===== src/rtl/demux_pkg.sv =====
// Shared types and helpers for the registered 1-to-4 demultiplexer.
package demux_pkg;

  localparam int NUM_CH = 4;
  localparam int SEL_W  = 2;

  typedef logic [SEL_W-1:0] ch_idx_t;

  // Round-robin advance; the 2-bit width makes 3 -> 0 wrap naturally.
  function automatic ch_idx_t next_rr(input ch_idx_t p);
    return ch_idx_t'(p + 1'b1);
  endfunction

endpackage


===== src/rtl/demux_ch_reg.sv =====
// One-entry holding register for a single output channel with valid/ready handshake.
module demux_ch_reg #(
  parameter int W = 8
) (
  input  logic         clk,
  input  logic         rst,
  input  logic         load,
  input  logic [W-1:0] din,
  input  logic         out_ready,
  output logic         valid,
  output logic [W-1:0] data
);

  // A load wins over a drain so a same-cycle refill keeps valid high with the new word.
  always_ff @(posedge clk) begin
    if (rst) begin
      valid <= 1'b0;
      data  <= '0;
    end else if (load) begin
      valid <= 1'b1;
      data  <= din;
    end else if (valid && out_ready) begin
      valid <= 1'b0;
    end
  end

endmodule


===== src/rtl/demux_1to4_reg.sv =====
// Registered 1-to-4 demultiplexer: steers accepted words by in_sel or a strict
// round-robin pointer into four independently drained holding registers.
module demux_1to4_reg
  import demux_pkg::*;
#(
  parameter int W = 8
) (
  input  logic                clk,
  input  logic                rst,
  input  logic [W-1:0]        in_data,
  input  logic [SEL_W-1:0]    in_sel,
  input  logic                in_valid,
  output logic                in_ready,
  input  logic                rr_en,
  output logic [SEL_W-1:0]    rr_ptr,
  output logic [NUM_CH*W-1:0] out_data,
  output logic [NUM_CH-1:0]   out_valid,
  input  logic [NUM_CH-1:0]   out_ready
);

  ch_idx_t           target;
  ch_idx_t           rr_q;
  logic              accept;
  logic [NUM_CH-1:0] load;

  // Target space is checked only at its own channel, so a stalled neighbour never blocks.
  always_comb begin
    target   = rr_en ? rr_q : ch_idx_t'(in_sel);
    in_ready = !rst && (!out_valid[target] || out_ready[target]);
    accept   = in_valid && in_ready;
    load     = '0;
    load[target] = accept;
  end

  always_ff @(posedge clk) begin
    if (rst) begin
      rr_q <= '0;
    end else if (accept && rr_en) begin
      rr_q <= next_rr(rr_q);
    end
  end

  assign rr_ptr = rr_q;

  for (genvar i = 0; i < NUM_CH; i++) begin : g_ch
    demux_ch_reg #(.W(W)) u_ch (
      .clk       (clk),
      .rst       (rst),
      .load      (load[i]),
      .din       (in_data),
      .out_ready (out_ready[i]),
      .valid     (out_valid[i]),
      .data      (out_data[i*W +: W])
    );
  end

endmodule


===== config.mk =====
export PLATFORM = sky130hd
export DESIGN_NAME = demux_1to4_reg
export DESIGN_NICKNAME = d
export VERILOG_FILES = /design/src/rtl/demux_pkg.sv /design/src/rtl/demux_ch_reg.sv /design/src/rtl/demux_1to4_reg.sv
export SDC_FILE = /design/constraint.sdc
export NUM_CORES = 1
export LEC_CHECK = 0
export ABC_AREA = 0
export BUFFER_PORTS_ARGS = -buffer_cell sky130_fd_sc_hd__buf_2
export CAP_MARGIN = 20
export CORE_UTILIZATION = 33
export DETAILED_ROUTE_END_ITERATION = 16
export SLEW_MARGIN = 20
export SYNTH_ARGS = -nofsm -noshare
export SYNTH_HDL_FRONTEND = slang
export SYNTH_SLANG_ARGS = --single-unit

===== constraint.sdc =====
create_clock -name clk -period 1.3 [get_ports clk]
set_input_delay 0.13 -clock clk [delete_from_list [all_inputs] [get_ports clk]]
set_output_delay 0.13 -clock clk [all_outputs]
set_load 0.05 [all_outputs]

==> results.sh <==
export IMPL_grt_pass1_vias=1201
export IMPL_swShare_pct=27.1
export IMPL_worst_r2r_endpoint="rr_ptr[1]"
export IMPL_start_kind="flop"
export IMPL_root_buffer="clkbuf_8"
export IMPL_fin_nets=229
export IMPL_gp_congestion=0.722
export IMPL_critPathKind="reg -> out"
export IMPL_r2r_setup_slack_ps=-290
export IMPL_io_buffers=56
export IMPL_gr_total_overflow=0
export IMPL_clk_path_buf_depth=2
export IMPL_critical_path_slowest_cell="dfxtp_4"
export IMPL_rows=23
export IMPL_synth_warnings=0
export IMPL_firstDrtPassIters=4
export IMPL_slew_headroom_pct=73.0
export IMPL_p_comb_share_pct=15.2
export IMPL_yosys_cell_types_count=21
export IMPL_r2r_start="rr_ptr[1]"
export IMPL_use_met2_pct=26.1
export IMPL_use_met3_pct=6.25
export IMPL_final_core_util_pct=50.4
export IMPL_area_growth_syn_to_layout_pct=42.1
export IMPL_p_int_mw=1.76
export IMPL_cts_hold_buffers_added=0
export IMPL_fmax_ghz=0.615
export IMPL_track_usage_pct=16.7
export IMPL_num_vias=1252
export IMPL_synth_nets=160
export IMPL_die_width_microns=68.5
export IMPL_die_area_sq_um=4690
export IMPL_hold_depth=3
export IMPL_pwr_share_seq_pct=50.1
export IMPL_finalCriticalPeriod_ps=1630
export IMPL_fill_cells=382
export IMPL_ys_seq_area_share_pct=52.1
export IMPL_violations="setup timing"
export IMPL_clock_latency_ps=290
export IMPL_cts_tree="done"
export IMPL_fp_dieH_microns=68.5
export IMPL_vias_per_cell=4.78
export IMPL_p_total_mw=2.41
export IMPL_num_io_pins=57
export IMPL_p_switching_uw=652
export IMPL_path_cells="mux2i_4 -> mux2i_2 -> mux2_4 -> nor2_4 -> buf_6"
export IMPL_crit_path_end_kind="output port"
export IMPL_powerDensity_nw_per_um2=1160
export IMPL_grt_start_max_net_pins=40
export IMPL_wl_mm=3.61
export IMPL_max_cap_violations=0
export IMPL_grtUsageMet1_pct=19.8
export IMPL_holdPathEnd="g_ch[2].u_ch.data[2]"
export IMPL_clockPowerShare_pct=34.6
export IMPL_wl_per_cell_microns=13.8
export IMPL_fin_skew_ps=6.66
export IMPL_hold_violations=0
export IMPL_n_antenna_cell=0
export IMPL_min_period_over_period_pct=125
export IMPL_syn_area_sq_um=1460
export IMPL_core_sq_um=4120
export IMPL_syn_inst=142
export IMPL_arrival_ps=1500
export IMPL_status="finished with violations"
export IMPL_critical_path_buf_inv_count=1
export IMPL_layout_drive_gt1_share_pct=42.5
export IMPL_rsz0062_at_grt="true"
export IMPL_ys_ff_latch=38
export IMPL_antenna_found_initial=0
export IMPL_clk_pin_slew_worst_paths_ps=80
export IMPL_top_usage_layer="met2"
export IMPL_ant_nets=0
export IMPL_dp_hpwl_mm=2.50
export IMPL_vdd_ir_drop_max_mv=0.761
export IMPL_report_final_slew_viol_count=0
export IMPL_cp_max_fo=3
export IMPL_syn_area_per_cell_sq_um=10.3
export IMPL_setup_viol=39
export IMPL_critical_path_top_delay_family="multiplexers"
export IMPL_critPathMaxStageDelay_ps=360
export IMPL_start_util_pct=35.5
export IMPL_reg2regPathDepth=5
export IMPL_required_ps=1170
export IMPL_tightest_slew_ps=406
export IMPL_cts_buffers=5
export IMPL_fin_ws_ps=-325
export IMPL_cts_sinks=38
export IMPL_min_path_type="in -> reg"
export IMPL_htree_levels=2
export IMPL_grt_pass1_wl_mm=5.62
export IMPL_first_iter_violations=89
export IMPL_leakagePower_nw=1.11
export IMPL_min_from="in_data[2]"
export IMPL_drcViolationCount=0
## layout make-up
type | count | area, sq um | share of cell area, %
inverters | 2 | 7.51 | 0.362
clock buffers | 7 | 86.3 | 4.16
well taps | 50 | 62.6 | 3.02
repair buffers | 74 | 478 | 23.0
clock inverters | 1 | 5.00 | 0.241
multi-input cells | 90 | 667 | 32.1
flip-flops and latches | 38 | 768 | 37.0
## how the worst max path moves through the flow
stage | end | cells after the start | slack [ps] | from
2_1_floorplan | in_ready | 4 | -140 | rr_ptr[1]
3_3_place_gp | in_ready | 6 | -140 | rr_en
3_5_place_dp | in_ready | 6 | -180 | rr_en
4_1_cts | in_ready | 5 | -330 | rr_ptr[1]
5_1_grt | in_ready | 5 | -390 | rr_ptr[1]
6_report | in_ready | 5 | -330 | rr_ptr[1]
## power by group through the flow
stage / registers, mW / logic (mW) / clock network [mW]
after floorplan: 1.33 / 0.137 / 0
after global placement: 1.23 / 0.337 / 0
after detailed placement: 1.23 / 0.341 / 0
after CTS: 1.21 / 0.355 / 0.860
after global routing: 1.21 / 0.390 / 0.909
final: 1.21 / 0.366 / 0.834
## placed cells by master, fill, tap and decap left out
cell,count
dfxtp_4,2
mux2_4,1
o21ai_2,1
nand2_1,1
mux2i_1,33
and4bb_1,1
dfxtp_1,36
buf_2,55
buf_12,1
clkinv_2,1
nor2_4,1
nand4b_1,2
clkbuf_8,6
clkbuf_16,1
buf_4,9
inv_2,1
mux2i_4,2
buf_6,8
inv_1,1
or3_1,1
clkbuf_1,1
a21oi_1,6
nand4_1,1
o31ai_1,1
nand2b_1,4
or4_1,1
nor2_1,32
mux2i_2,1
nor2b_1,1
## flip-flops by register name, indices dropped and copies added (netlist names)
register	flops
g_ch.u_ch.valid	4
rr_ptr	2
g_ch.u_ch.data	32
## repair_timing
item / CTS / global route
resized for setup: 7 / 5
pin swaps: 1 / 2
endpoints found under the setup margin: 35 / 38
buffers inserted: 1 / 2
hold endpoints to repair: 0 / 0
cloned: 0 / 1
## worst reg2reg max path, cell delays in order (launching register included)
cell and delay [ps]:
dfxtp_4 360, mux2i_4 200, mux2i_2 110, buf_4 150, or4_1 540, a21oi_1 150
## per-layer routing
metal / vias to the layer above / wire length, microns
li1: 614 / -
met1: 588 / 1540
met2: 44 / 1730
met3: 6 / 283
met4: 0 / 53
met5: - / 0
## per-stage QoR
step	std cells	hold slack [ps]	setup WS (ps)	area (sq um)	setup TNS [ps]
after CTS	259	119	-331	2020	-3670
after global routing	262	123	-394	2070	-10580
after global placement	250	404	-138	1890	-3460
after detailed placement	250	422	-182	1890	-4430
final	262	129	-325	2070	-7620
after floorplan	142	274	-141	1510	-809
## Yosys cell counts
master    number  area share [%]
buf_2          4             1.4
inv_2          1            0.26
or4_1          1            0.51
or3_1          1            0.43
dfxtp_1       38              52
clkbuf_1       4             1.0
nand4_1        1            0.43
mux2_1         1            0.77
o31ai_1        1            0.51
and4bb_1       1            0.86
nor2_1        33             8.5
mux2i_1       35              24
o21ai_0        1            0.34
nor2b_1        1            0.43
nand2b_1       4             1.7
inv_1          1            0.26
nand4b_1       2             1.2
mux2i_2        1            0.94
buf_4          4             2.1
a21oi_1        6             2.1
nand2_1        1            0.26
## logic make-up (layout without fill, tap and decap cells)
logic type / Yosys count / count (layout) / synth area share (%)
and+or+nand+nor: 45 / 45 / 14.3
DFF: 38 / 38 / 52.1
muxes: 37 / 37 / 25.7
buffers and inverters: 14 / 84 / 4.97
AOI/OAI and AO/OA: 8 / 8 / 2.91
Power figures use the tool's default switching activity.
